## src/rtl/wash_pkg.sv

```systemverilog
// Shared codes for the washer timing stage: controller state codes, run phases and program selects.
package wash_pkg;

   localparam logic [2:0] shutDownST = 3'd0;
   localparam logic [2:0] beginST    = 3'd1;
   localparam logic [2:0] setST      = 3'd2;
   localparam logic [2:0] runST      = 3'd3;
   localparam logic [2:0] errorST    = 3'd4;
   localparam logic [2:0] pauseST    = 3'd5;
   localparam logic [2:0] finishST   = 3'd6;

   localparam logic [1:0] PH_IDLE  = 2'd0;
   localparam logic [1:0] PH_WASH  = 2'd1;
   localparam logic [1:0] PH_RINSE = 2'd2;
   localparam logic [1:0] PH_SPIN  = 2'd3;

   localparam logic [1:0] PROG_STD        = 2'd0;
   localparam logic [1:0] PROG_QUICK      = 2'd1;
   localparam logic [1:0] PROG_RINSE_SPIN = 2'd2;
   localparam logic [1:0] PROG_SPIN       = 2'd3;

   // run, pause and error share one timing context: moving among them keeps the prescaler position
   function automatic logic in_run_context(input logic [2:0] st);
      return (st == runST) || (st == pauseST) || (st == errorST);
   endfunction

endpackage

```

## src/rtl/sec_prescaler.sv

```systemverilog
// One-second tick generator: counts enabled cycles and pulses tick for one cycle at terminal count.
module sec_prescaler #(
   parameter int unsigned TICKS_PER_SEC = 50_000_000
) (
   input  logic cp,
   input  logic resetBtn,
   input  logic clr,
   input  logic en,
   output logic tick
);

   localparam int unsigned CW = (TICKS_PER_SEC > 1) ? $clog2(TICKS_PER_SEC) : 1;
   localparam logic [CW-1:0] LAST = CW'(TICKS_PER_SEC - 1);

   if (TICKS_PER_SEC < 1) begin : g_bad_ticks
      $error("sec_prescaler: TICKS_PER_SEC must be at least 1");
   end

   logic [CW-1:0] cnt_q, cnt_d;

   assign tick = en && !clr && (cnt_q == LAST);

   always_comb begin
      cnt_d = cnt_q;
      if (clr) begin
         cnt_d = '0;
      end else if (en) begin
         cnt_d = tick ? '0 : cnt_q + 1'b1;
      end
   end

   always_ff @(posedge cp or negedge resetBtn) begin
      if (!resetBtn) begin
         cnt_q <= '0;
      end else begin
         cnt_q <= cnt_d;
      end
   end

endmodule

```

## src/rtl/wash_phase_timer.sv

```systemverilog
// Washer timing stage: self-test/finish countdowns, WASH->RINSE->SPIN sequencing, actuator enables.
// Defining WASH_BUZZER_EN adds a buzzer output that toggles on every second tick in the finish state.
module wash_phase_timer
   import wash_pkg::*;
#(
   parameter int unsigned TICKS_PER_SEC = 50_000_000,
   parameter int unsigned INIT_SEC      = 3,
   parameter int unsigned FINISH_SEC    = 5,
   parameter int unsigned WASH_SEC      = 60,
   parameter int unsigned RINSE_SEC     = 40,
   parameter int unsigned SPIN_SEC      = 30,
   parameter int unsigned FILL_SEC      = 5
) (
   input  logic       cp,
   input  logic       resetBtn,
   input  logic [2:0] state,
   input  logic [1:0] progSel,
   output logic [2:0] initTime,
   output logic [2:0] finishTime,
   output logic       hadFinish,
   output logic [1:0] phase,
   output logic [7:0] remainSec,
   output logic       motorOn,
   output logic       waterIn,
   output logic       drainOn
`ifdef WASH_BUZZER_EN
   ,
   output logic       buzzer
`endif
);

   if (INIT_SEC < 1 || INIT_SEC > 7 || FINISH_SEC < 1 || FINISH_SEC > 7) begin : g_bad_countdown
      $error("wash_phase_timer: INIT_SEC and FINISH_SEC must be 1..7");
   end
   if (WASH_SEC + RINSE_SEC + SPIN_SEC > 255 || FILL_SEC > 255) begin : g_bad_duration
      $error("wash_phase_timer: program total and FILL_SEC must fit in 8 bits");
   end

   localparam logic [2:0] INIT_V    = 3'(INIT_SEC);
   localparam logic [2:0] FINISH_V  = 3'(FINISH_SEC);
   localparam logic [7:0] WASH_V    = 8'(WASH_SEC);
   localparam logic [7:0] RINSE_V   = 8'(RINSE_SEC);
   localparam logic [7:0] SPIN_V    = 8'(SPIN_SEC);
   localparam logic [7:0] FILL_V    = 8'(FILL_SEC);
   localparam logic [7:0] FILL_HALF = ((FILL_V >> 1) == 8'd0) ? 8'd1 : (FILL_V >> 1);

   logic [2:0] prev_state_q, prev_state_d;
   logic [2:0] init_q, init_d;
   logic [2:0] finish_q, finish_d;
   logic       had_finish_q, had_finish_d;
   logic [1:0] phase_q, phase_d;
   logic [7:0] remain_q, remain_d;
   logic [7:0] wash_dur_q, wash_dur_d;
   logic [7:0] rinse_dur_q, rinse_dur_d;
   logic [7:0] spin_dur_q, spin_dur_d;
   logic [7:0] fill_q, fill_d;

   logic       presc_clr, presc_en, tick;
   logic       in_run;
   logic [7:0] cur_dur;

   // Restart the second on a real mode change; pause/error/run hops keep the count so resume is exact
   assign presc_clr = (state != prev_state_q) &&
                      !(in_run_context(state) && in_run_context(prev_state_q));
   assign presc_en  = (state == beginST) || (state == runST) || (state == finishST);

   sec_prescaler #(
      .TICKS_PER_SEC(TICKS_PER_SEC)
   ) u_prescaler (
      .cp      (cp),
      .resetBtn(resetBtn),
      .clr     (presc_clr),
      .en      (presc_en),
      .tick    (tick)
   );

   always_comb begin
      prev_state_d = state;
      init_d       = INIT_V;
      finish_d     = FINISH_V;
      if (state == beginST) begin
         init_d = (tick && init_q != 3'd0) ? init_q - 3'd1 : init_q;
      end
      if (state == finishST) begin
         finish_d = (tick && finish_q != 3'd0) ? finish_q - 3'd1 : finish_q;
      end
   end

   always_comb begin
      had_finish_d = had_finish_q;
      phase_d      = phase_q;
      remain_d     = remain_q;
      wash_dur_d   = wash_dur_q;
      rinse_dur_d  = rinse_dur_q;
      spin_dur_d   = spin_dur_q;
      fill_d       = fill_q;
      case (state)
         setST: begin
            wash_dur_d   = WASH_V;
            rinse_dur_d  = RINSE_V;
            spin_dur_d   = SPIN_V;
            fill_d       = FILL_V;
            case (progSel)
               PROG_STD: ;
               PROG_QUICK: begin
                  wash_dur_d  = WASH_V >> 1;
                  rinse_dur_d = RINSE_V >> 1;
                  spin_dur_d  = SPIN_V >> 1;
                  fill_d      = FILL_HALF;
               end
               PROG_RINSE_SPIN: wash_dur_d = 8'd0;
               default: begin
                  wash_dur_d  = 8'd0;
                  rinse_dur_d = 8'd0;
               end
            endcase
            had_finish_d = 1'b0;
            phase_d      = PH_IDLE;
            remain_d     = 8'd0;
         end
         runST: begin
            if (phase_q == PH_IDLE) begin
               if (prev_state_q == setST) begin
                  if (wash_dur_q != 8'd0) begin
                     phase_d  = PH_WASH;
                     remain_d = wash_dur_q;
                  end else if (rinse_dur_q != 8'd0) begin
                     phase_d  = PH_RINSE;
                     remain_d = rinse_dur_q;
                  end else if (spin_dur_q != 8'd0) begin
                     phase_d  = PH_SPIN;
                     remain_d = spin_dur_q;
                  end else begin
                     had_finish_d = 1'b1;
                  end
               end
            end else if (remain_q == 8'd0) begin
               // A later zero-length phase is entered and left again on the next cycle
               case (phase_q)
                  PH_WASH: begin
                     phase_d  = PH_RINSE;
                     remain_d = rinse_dur_q;
                  end
                  PH_RINSE: begin
                     phase_d  = PH_SPIN;
                     remain_d = spin_dur_q;
                  end
                  default: begin
                     phase_d      = PH_IDLE;
                     had_finish_d = 1'b1;
                  end
               endcase
            end else if (tick) begin
               remain_d = remain_q - 8'd1;
            end
         end
         beginST, errorST, pauseST, finishST: ;
         default: begin
            had_finish_d = 1'b0;
            phase_d      = PH_IDLE;
            remain_d     = 8'd0;
         end
      endcase
   end

   always_ff @(posedge cp or negedge resetBtn) begin
      if (!resetBtn) begin
         prev_state_q <= shutDownST;
         init_q       <= INIT_V;
         finish_q     <= FINISH_V;
         had_finish_q <= 1'b0;
         phase_q      <= PH_IDLE;
         remain_q     <= 8'd0;
         wash_dur_q   <= 8'd0;
         rinse_dur_q  <= 8'd0;
         spin_dur_q   <= 8'd0;
         fill_q       <= 8'd0;
      end else begin
         prev_state_q <= prev_state_d;
         init_q       <= init_d;
         finish_q     <= finish_d;
         had_finish_q <= had_finish_d;
         phase_q      <= phase_d;
         remain_q     <= remain_d;
         wash_dur_q   <= wash_dur_d;
         rinse_dur_q  <= rinse_dur_d;
         spin_dur_q   <= spin_dur_d;
         fill_q       <= fill_d;
      end
   end

   always_comb begin
      cur_dur = 8'd0;
      case (phase_q)
         PH_WASH:  cur_dur = wash_dur_q;
         PH_RINSE: cur_dur = rinse_dur_q;
         default:  ;
      endcase
   end

   always_comb begin
      remainSec = 8'd0;
      case (phase_q)
         PH_WASH:  remainSec = remain_q + rinse_dur_q + spin_dur_q;
         PH_RINSE: remainSec = remain_q + spin_dur_q;
         PH_SPIN:  remainSec = remain_q;
         default:  ;
      endcase
   end

   assign in_run     = (state == runST);
   assign motorOn    = in_run && (phase_q != PH_IDLE);
   assign drainOn    = in_run && (phase_q == PH_SPIN);
   assign waterIn    = in_run && (cur_dur != 8'd0) && ((cur_dur - remain_q) < fill_q);
   assign initTime   = init_q;
   assign finishTime = finish_q;
   assign hadFinish  = had_finish_q;
   assign phase      = phase_q;

`ifdef WASH_BUZZER_EN
   logic buzzer_q, buzzer_d;

   always_comb begin
      buzzer_d = 1'b0;
      if (state == finishST) begin
         buzzer_d = tick ? !buzzer_q : buzzer_q;
      end
   end

   always_ff @(posedge cp or negedge resetBtn) begin
      if (!resetBtn) begin
         buzzer_q <= 1'b0;
      end else begin
         buzzer_q <= buzzer_d;
      end
   end

   assign buzzer = buzzer_q;
`endif

endmodule

```

## config.mk

```make
export PLATFORM = sky130hd
export DESIGN_NAME = wash_phase_timer
export DESIGN_NICKNAME = d
export VERILOG_FILES = /design/src/rtl/wash_pkg.sv /design/src/rtl/sec_prescaler.sv /design/src/rtl/wash_phase_timer.sv
export SDC_FILE = /design/constraint.sdc
export NUM_CORES = 1
export LEC_CHECK = 0
export ABC_CLOCK_PERIOD_IN_PS = 6400
export CORE_ASPECT_RATIO = 1.75
export CORE_UTILIZATION = 45
export DETAILED_ROUTE_END_ITERATION = 6
export PLACE_DENSITY = 0.63
export REMOVE_ABC_BUFFERS = 1
export SLEW_MARGIN = 20
export SYNTH_ARGS = -nofsm -noshare
export SYNTH_HDL_FRONTEND = slang
export SYNTH_SLANG_ARGS = --single-unit
```

## constraint.sdc

```tcl
create_clock -name cp -period 6.4 [get_ports cp]
set_clock_uncertainty 0.2 [all_clocks]
set_input_delay 0.64 -clock cp [delete_from_list [all_inputs] [get_ports cp]]
set_output_delay 0.64 -clock cp [all_outputs]
set_load 0.02 [all_outputs]
```

* Word level (Yosys, flattened, before mapping)
Index checks and enable logic that the tools add are counted.
** Cells by class
- Add/sub/neg operators :: 8
- $lt $le $gt $ge :: 1
- Eq/ne operators :: 28
- Mux-type cells :: 38
- Bitwise logic cells :: 1
- Reduce and logical (&&, ||, !) cells :: 35
** Operator list (count)
- 2-to-1 mux 26 bit :: 3
- 2-to-1 mux 8 bit :: 7
- case mux 8 bit (2 select lines) :: 3
- nonzero test 8 bit :: 4
- adder 26 x 1 -> 26 bit (second input constant) :: 1
- equality test 26 bit (second input constant) :: 1
- adder 8 bit :: 3
- case mux 6 bit (2 select lines) :: 2
- case mux 8 bit (3 select lines) :: 1
- equality test 3 bit (second input constant) :: 5
- 2-to-1 mux 3 bit :: 5
- equality test 3 x 2 -> 1 bit (second input constant) :: 4
- 2-to-1 mux 2 bit :: 6
- logical AND 1 bit :: 10
- inequality test 3 bit (second input constant) :: 3
- logical NOT 8 bit :: 1
- < comparator 8 bit :: 1
- case mux 2 bit (2 select lines) :: 2
- subtractor 8 x 1 -> 8 bit (second input constant) :: 1
- subtractor 8 bit :: 1
- 2-to-1 mux 1 bit :: 7
- AND reduction 7 bit :: 1
- equality test 2 bit (second input constant) :: 3
- logical OR 1 bit :: 6
- other kinds (21) :: 30
** Storage, ports and cells
- Register bits after elaboration :: 78
- Output and inout bits :: 20
- Word-level logic and storage cells :: 122

* Longest topological paths before layout
Gate-level depths: netlist of run 1.
- Depth in word-level cells :: 13
- Mapped depth :: 11
- Depth with buffers taken out :: 11

* Hierarchy
From an unflattened synthesis of run 1, not the netlist that was laid out.
** Unflattened totals
- Cells, all modules :: 538
- Area, all modules :: 4635.7 µm²
** By module, submodules not included
- wash_phase_timer :: instances 1, cells an instance 341, area an instance 2867.8 µm², seq. area each 655.6 µm²
- sec_prescaler :: instances 1, cells an instance 197, area an instance 1767.9 µm², seq. area each 650.6 µm²

* Worst setup path after synthesis of run 1
No wires, ideal clock.
- Path type :: reg-to-output
- Start :: register phase_q[0], in the netlist phase[0]
- End :: output waterIn
- Arrival :: 2959 ps
- Data required time :: 5560 ps
- Setup slack :: 2601 ps
- Cell stages (with the launch flop) :: 11
- Path buffers :: 0
- Cell sequence :: dfrtp_1 > inv_1 > ha_1 > and3_1 > fa_1 > ha_1 > a21boi_0 > o21ai_0 > and4b_1 > nand4_1 > a211oi_1
** On the way
- Cells in the longest elaborated chain, start to end :: 5
** RTL lines
- from (decl) :: line wash_phase_timer.sv:51 : logic [1:0] phase_q, phase_d;
- from (signal assigned) :: line wash_phase_timer.sv:183 : phase_q <= phase_d;
- equality test 2 bit / equality test 2 x 1 -> 1 bit (equally long branches) :: line wash_phase_timer.sv:194 : case (phase_q)
- case mux 8 bit (2 select lines) (*) :: line wash_phase_timer.sv:194
- subtractor 8 bit / nonzero test 8 bit (equally long branches) :: line wash_phase_timer.sv:214 : assign waterIn = in_run && (cur_dur != 8'd0) && ((cur_dur - remain_q) < fill_q);
- < comparator 8 bit / logical AND 1 bit (equally long branches) :: line wash_phase_timer.sv:214
- logical AND 1 bit (*) :: line wash_phase_timer.sv:214
- to (decl) :: line wash_phase_timer.sv:24 : output logic waterIn,
Every way passes the cells marked *; elsewhere a longest branch is shown, timed or not.

* Worst setup path in the final report of run 1
Same ends and word-level chain as after synthesis.

==> results by group, run 1 <==
Setup path
  – Worst-case reg-to-reg path depth: 6
  – CP Cell Sequence: inv_1 > ha_1 > nand2_1 > a21boi_0 > ha_1 > xor2_1 > ha_1 > o21ai_0 > and4b_1 > nand4_1 > a211oi_1 > clkdlybuf4s50_1
  – Kind of start point of the critical path: register
  – R2r setup slk: about 3.4 ns
  – Largest delay share family, worst path: adder cells
  – Critical R2R Launch: prev_state_q[2]
  – Cell repeated most along the worst path: ha_1
  – WP data required: around 5.6 ns
  – Crit path max-delay cell type: clkdlybuf4s50_1
  – RR Endpoint: u_prescaler.cnt_q[16]
  – CP peak stage delay: around 0.63 ns
  – Crit path buf inv count: 2
  – Critical-path maximum fanout: 7
  – CP endpoint kind: output port
  – Crit path kind: reg2out
  – Crit path DAT: 3.68 ns

STA
  – Final Setup Violations: 0
  – Final count of pins violating max slew: 0
  – Worst-margin pin slew: approximately 0.95 ns
  – RSZ-0062 raised after global routing: no
  – Final Hold Viols: 0
  – Hold_ws: between 0.2 and 0.3 ns
  – Setup TNS Final: 0 ns
  – Slew headroom: 36.67%
  – Crit path time final: 4.522 ns
  – Fmax: ~220 MHz
  – Final period util: a little over 70%

Pwr
  – Worst VDD drop: 0.2209 mV
  – P_leak: a little under 2 nW
  – PwrDens: around 220 mW/mm^2
  – Comb power frac: a little over a third
  – Internal power: ~0.0007 W
  – Sequential power share: 34.4%
  – Clock power share: between 30 and 40%
  – NetSw: 0.0003745 W
  – Sw Share: 34.85%

Place
  – Gpl congestion: 0.8989
  – IO Port Bufs: 26
  – Dpl hpwl: a little under 9000 um
  – Post-DP Area: roughly 0.0046 sq mm

Final layout
  – N_diodes: 0
  – Area growth, synth to finish: 11.95%
  – Share of cells above drive strength 1: between 4 and 5%
  – Layout Nets: 582
  – Final Instance Area: 0.004793 sq mm
  – Most frequent cells in the layout: o21ai_0 (58), dfrtp_1 (48), nand2_1 (46)
  – Most common cell after layout, fill and taps aside: o21ai_0
  – Post-layout util: between 50 and 60%

Clock network
  – Clk root buf: clkbuf_16
  – Post-CTS setup buffers: 0
  – Clock Latency Late Sink: 0.30 ns
  – Post-CTS Hold Buffers: 0
  – CTS max path bufs: 2
  – CTS HTree Levels: 2
  – Clock sinks: 52
  – Post-cts sizing count: 0
  – CTS tree: done
  – CTS buffer count: 5
  – Worst-path clk slew: 0.07 ns

Floorplanning
  – Row cnt: 46
  – Chip height: ~130 um
  – Ports: 27
  – Die area: 0.009924 sq mm
  – Die Wd: 75.74 um
  – Initial Utilization: 46.79%
  – Core Box Area: approximately 0.009 sq mm

Routing
  – Final wirelength: between 10000 and 15000 um
  – Vias per cell: just over 6
  – ANT nets after route: 0
  – Drt pass-1 iters: 5
  – Avg WL per Cell: approximately 18 um
  – Initial DRC count: 224
  – Via count: 4025
  – Residual DRC count: 0

Logic synthesis
  – Top post-synthesis cells by area: dfrtp_1 (28%), ha_1 (9.6%), o21ai_0 (6.8%)
  – Syn Area/Cell: slightly above 8 sq um
  – Library cells used by synthesis: 66
  – Number of synthesized flops with an enable pin: 0
  – Post-synthesis cell area: roughly 0.0043 sq mm
  – Area share of the largest cell type after synthesis: 28.05%
  – Seq/Total Area, Yosys: 30.51%
  – Ys flop type: dfrtp_1
  – Yosys warnings: 0
  – Synth Register Bits: 52
  – Post-Syn Instances: 523
  – Share of synthesized flip-flops with an asynchronous set or reset: between 90% and 100%
  – Largest area contributor in the netlist: dfrtp_1

Global route
  – First-pass GRT wire length: roughly 19000 um
  – Antenna violations before repair: 0
  – Pin count of the biggest net entering global routing: 53
  – Tot GR Track Use: around 25%
  – Vias in the first global route: about 4000
  – GRT overflow: 0

Run status
  – Status: finished, final reports clean

Hold path
  – Hold Crit Class: in2async

Run
  – Max Cap Viol: 0
[through the flow]
| stage | power (W) | setup slack [ns] | std cells |
|---|---|---|---|
| global placement | 0.0007433 | 2.285 | 649 |
| detailed placement | 0.0007509 | 2.184 | 649 |
| global route | 0.001131 | 1.497 | 657 |
| finish | 0.001075 | 1.878 | 657 |
| floorplan | 0.0006301 | 2.601 | 501 |
| CTS | 0.001079 | 1.851 | 657 |
[final cells by class]
| class | count | area [sq um] |
|---|---|---|
| well taps | 120 | 150.1 |
| multi-input cells | 413 | 2749 |
| inverters | 36 | 135.1 |
| clock buffers | 7 | 152.6 |
| repair buffers | 28 | 270.3 |
| fillers | 852 | 4358 |
| flip-flops and latches | 52 | 1306 |
| clock inverters | 1 | 30.03 |
[layer usage]
metal  wire length [um]  track usage (%)  vias to the layer above
met5                  0                0                        -
met2               6756            49.47                       93
met4                483            12.96                        0
li1                   -                -                     1936
met3                264            2.301                       35
met1               4434            24.59                     1961
[worst max path at each step]
stage / startpoint / cells past startpoint / slack [ns] / end
2_1_floorplan: phase[0] / 10 / 2.60 / waterIn
3_3_place_gp: wash_dur_q[1] / 10 / 2.29 / remainSec[7]
3_5_place_dp: phase[0] / 12 / 2.18 / waterIn
4_1_cts: phase[0] / 12 / 1.85 / waterIn
5_1_grt: phase[0] / 12 / 1.50 / waterIn
6_report: phase[0] / 12 / 1.88 / waterIn
[kinds of logic after synthesis]
family	after synthesis	synth area share (%)
XOR/XNOR	13	2.659
multiplexers	7	1.695
AND/OR/NAND/NOR	194	24.17
adder cells (fa/ha/maj)	39	12.45
AO/OA/AOI/OAI	160	22.97
buffers and inverters	58	5.552
flip-flops	52	30.51
[power by group through the flow]
stage                     sequential [W]  combinational, W  clock [W]
final                           0.000369          0.000380   0.000325
after global routing            0.000372          0.000418   0.000342
after CTS                       0.000369          0.000378   0.000332
after detailed placement        0.000375          0.000376          0
after global placement          0.000374          0.000369          0
after floorplan                 0.000368          0.000262          0
[flip-flops by register name, summed over array words and instances (netlist names)]
signal and flops:
initTime 3, remain_q 8, u_prescaler.cnt_q 26, finishTime 3, prev_state_q 3, hadFinish 1
rinse_dur_q 1, spin_dur_q 1, phase 2, fill_q 1, wash_dur_q 3
[Yosys cell counts, types with 7 or more instances]
master,count
nand3_1,21
ha_1,33
nor2_1,28
nand4_1,10
nor3_1,25
nand2_1,46
inv_1,36
o21ai_0,58
a31oi_1,11
a21o_1,7
clkbuf_1,13
dfrtp_1,48
or3_1,15
xnor2_1,7
a21oi_1,35
Note: power is estimated with default switching activity, not from simulation.
==> inputs of run 2 (changes only) <==
- ABC_CLOCK_PERIOD_IN_PS: 6400 -> 3740
- PLACE_DENSITY: 0.63 -> 0.66
- clock period: 6.4 -> 3.74 ns (I/O delays scaled with it)
==> run 2 against run 1 <==
Combinational power is 90% higher. Worst setup slack worse by 1.7 ns. Clock power is 59% higher. Die area stayed put. Power is 72% higher. Largest cell class unchanged. Via count is 1.9% higher.
==> results by group, run 2 (synthesized netlist as in run 1, its figures left out) <==
Run status
  – Status: finished, final reports clean

Setup path
  – CP endpoint kind: output port
  – Critical R2R Launch: remain_q[0]
  – R2r setup slk: 0.84 ns (-2.53 ns)
  – Critical-path maximum fanout: 4 (-3)
  – Crit path max-delay cell type: fa_1
  – RR Endpoint: remain_q[3]
  – WP data required: 3.17 ns (-2.39 ns)
  – Kind of start point of the critical path: register
  – Worst-case reg-to-reg path depth: 10 (+4)
  – Cell repeated most along the worst path: fa_1
  – Crit path kind: reg2out
  – CP peak stage delay: 0.57 ns (-0.06 ns)
  – CP Cell Sequence: fa_1 > inv_1 > fa_1 > nor2b_1 > o21a_1 > o21ai_1 > a2111oi_1 > a221oi_1 > o22ai_1 > clkbuf_2
  – Crit path DAT: 3.00 ns (-0.68 ns)

Floorplanning
  – Initial Utilization: 46.79% (unchanged)
  – Die area: 0.009924 sq mm (unchanged)
  – Ports: 27 (unchanged)
  – Row cnt: 46 (unchanged)
  – Chip height: 131.0 um (unchanged)
  – Die Wd: 75.74 um (unchanged)
  – Core Box Area: 0.009151 sq mm (unchanged)

Hold path
  – Hold endpoint: u_prescaler.cnt_q[22]
  – Hold Crit Class: reg2reg
  – Worst hold start: u_prescaler.cnt_q[22]
  – Hold path cells: 1

Final layout
  – Largest register FFs: 26 (unchanged)
  – Most frequent cells in the layout: o21ai_0 (55), dfrtp_1 (48), nand2_1 (46)
  – Final Instance Area: 0.004972 sq mm (+3.7%)
  – Leading registers by flop count: u_prescaler.cnt_q (26), remain_q (8)
  – Area growth, synth to finish: 16.13%
  – N_diodes: 0 (unchanged)
  – Post-layout util: 54.33% (+2.0 points)
  – Most common cell after layout, fill and taps aside: o21ai_0
  – Largest register by flop count: u_prescaler.cnt_q
  – Layout Nets: 611 (+5.0%)
  – Fill cells: 845 (-0.82%)
  – Share of cells above drive strength 1: 9.541% (+4.9 points)

Routing
  – Final wirelength: 11800 um (-1.1%)
  – Via count: 4103 (+1.9%)
  – Avg WL per Cell: 17.20 um (-5.3%)
  – Initial DRC count: 249 (+11%)
  – Residual DRC count: 0 (unchanged)
  – Drt pass-1 iters: 5 (unchanged)
  – Vias per cell: 5.981 (-2.4%)
  – ANT nets after route: 0 (unchanged)

Clock network
  – Clock Latency Late Sink: 0.29 ns (about the same)
  – CTS tree: done
  – Worst-path clk slew: 0.06 ns (about the same)
  – CTS HTree Levels: 2 (unchanged)
  – Clk root buf: clkbuf_16
  – Clock sinks: 52 (unchanged)
  – CTS max path bufs: 2 (unchanged)
  – CTS buffer count: 5 (unchanged)

Run
  – Max Cap Viol: 0 (unchanged)

STA
  – Final worst setup slack: 0.1703 ns (-1.708 ns)
  – Worst-margin pin slew: 0.8458 ns (-0.1042 ns)
  – Final count of pins violating max slew: 0 (unchanged)
  – Final Setup Violations: 0 (unchanged)
  – RSZ-0062 raised after global routing: no
  – Fmax: 280.1 MHz
  – Final period util: between 90% and 100%
  – Crit path time final: between 3 and 4 ns
  – Hold_ws: 0.2763 ns (+0.02282 ns)
  – Final Hold Viols: 0 (unchanged)
  – Slew headroom: 43.61% (+6.9 points)

Place
  – IO Port Bufs: 26 (unchanged)
  – Gpl congestion: 0.9545 (+6.2%)
  – Post-DP Area: 0.004810 sq mm (+4.3%)
  – Dpl hpwl: 9058 um (+2.0%)
  – Place WS: -0.02769 ns (-2.211 ns)

Global route
  – Vias in the first global route: 3927 (+0.54%)
  – First-pass GRT wire length: 18750 um (+0.74%)
  – Pin count of the biggest net entering global routing: 30 (-43%)
  – Antenna violations before repair: 0 (unchanged)
  – GRT overflow: 0 (unchanged)
  – Tot GR Track Use: 25.34% (+0.25 points)

Pwr
  – P_leak: 2.117 nW (+7.4%)
  – PwrDens: 370.8 mW/mm^2 (+65%)
  – Worst VDD drop: 0.3079 mV (+39%)
  – Total design power: 0.001844 W (+72%)
[run 2: cell types whose count changed in the layout (fill, tap and decap cells not counted), moves of 2 or more]
cell | previous run | this run
buf_4 | 2 | 30
clkbuf_8 | 2 | 0
clkdlybuf4s50_1 | 25 | 21
dlygate4sd2_1 | 0 | 2
o21ai_0 | 58 | 55
o21ai_1 | 2 | 5
[run 2: timing repair]
item / 4_1_cts / 5_1_grt
gates resized for setup: 6 / 8
hold buffers: 1 / 0
setup buffers: 0 / 0
hold endpoints to repair: 24 / 0
endpoints found under the setup margin: 4 / 2
pin swaps: 0 / 0
[run 2: report_power, final]
part	total (W)	internal, W	switching, W
logic	0.000721	0.000306	0.000416
registers	0.000607	0.000583	0.0000239
clock network	0.000516	0.000315	0.000201
total	0.00184	0.00120	0.000640
[run 2: stage by stage]
stage                     setup TNS, ns  std cells
after floorplan                       0        501
after global placement                0        677
after detailed placement       -0.02769        677
after CTS                             0        686
after global routing                  0        686
final                                 0        686
[run 2: worst max-delay path: cells and delay by family, from the launching register on]
| kind | cells | cell delay (ns) |
|---|---|---|
| adder cells (fa/ha/maj) | 2 | 1.00 |
| AO/OA/AOI/OAI | 5 | 0.86 |
| flip-flops | 1 | 0.44 |
| buffers and inverters | 2 | 0.27 |
| AND/OR/NAND/NOR | 1 | 0.13 |
[run 2: worst max-delay path by stage]
stage                     depth (start not counted)           from      endpoint
final                                            10  spin_dur_q[3]  remainSec[7]
after global routing                             10  spin_dur_q[3]  remainSec[7]
after CTS                                        10  spin_dur_q[3]  remainSec[7]
after detailed placement                         10  spin_dur_q[3]  remainSec[7]
after global placement                           10  spin_dur_q[3]  remainSec[7]
after floorplan                                  10       phase[0]       waterIn
[run 2: cell type report]
class	count	area [sq um]	share of cell area, %
multi-input combinational	413	2739	55.08
sequential	52	1306	26.27
timing repair buffer	57	478.0	9.612
tap	120	150.1	3.020
inverter	36	135.1	2.718
clock buffer	6	128.9	2.592
clock inverter	2	35.03	0.7046
[run 2: routing by layer]
layer  vias up  track usage [%]  share of wire, %
met4         0            11.22               3.6
li1       2003                -                 -
met1      1971            26.28                39
met2       101            48.53                55
met3        28            3.451               2.5
met5         -                0                 0
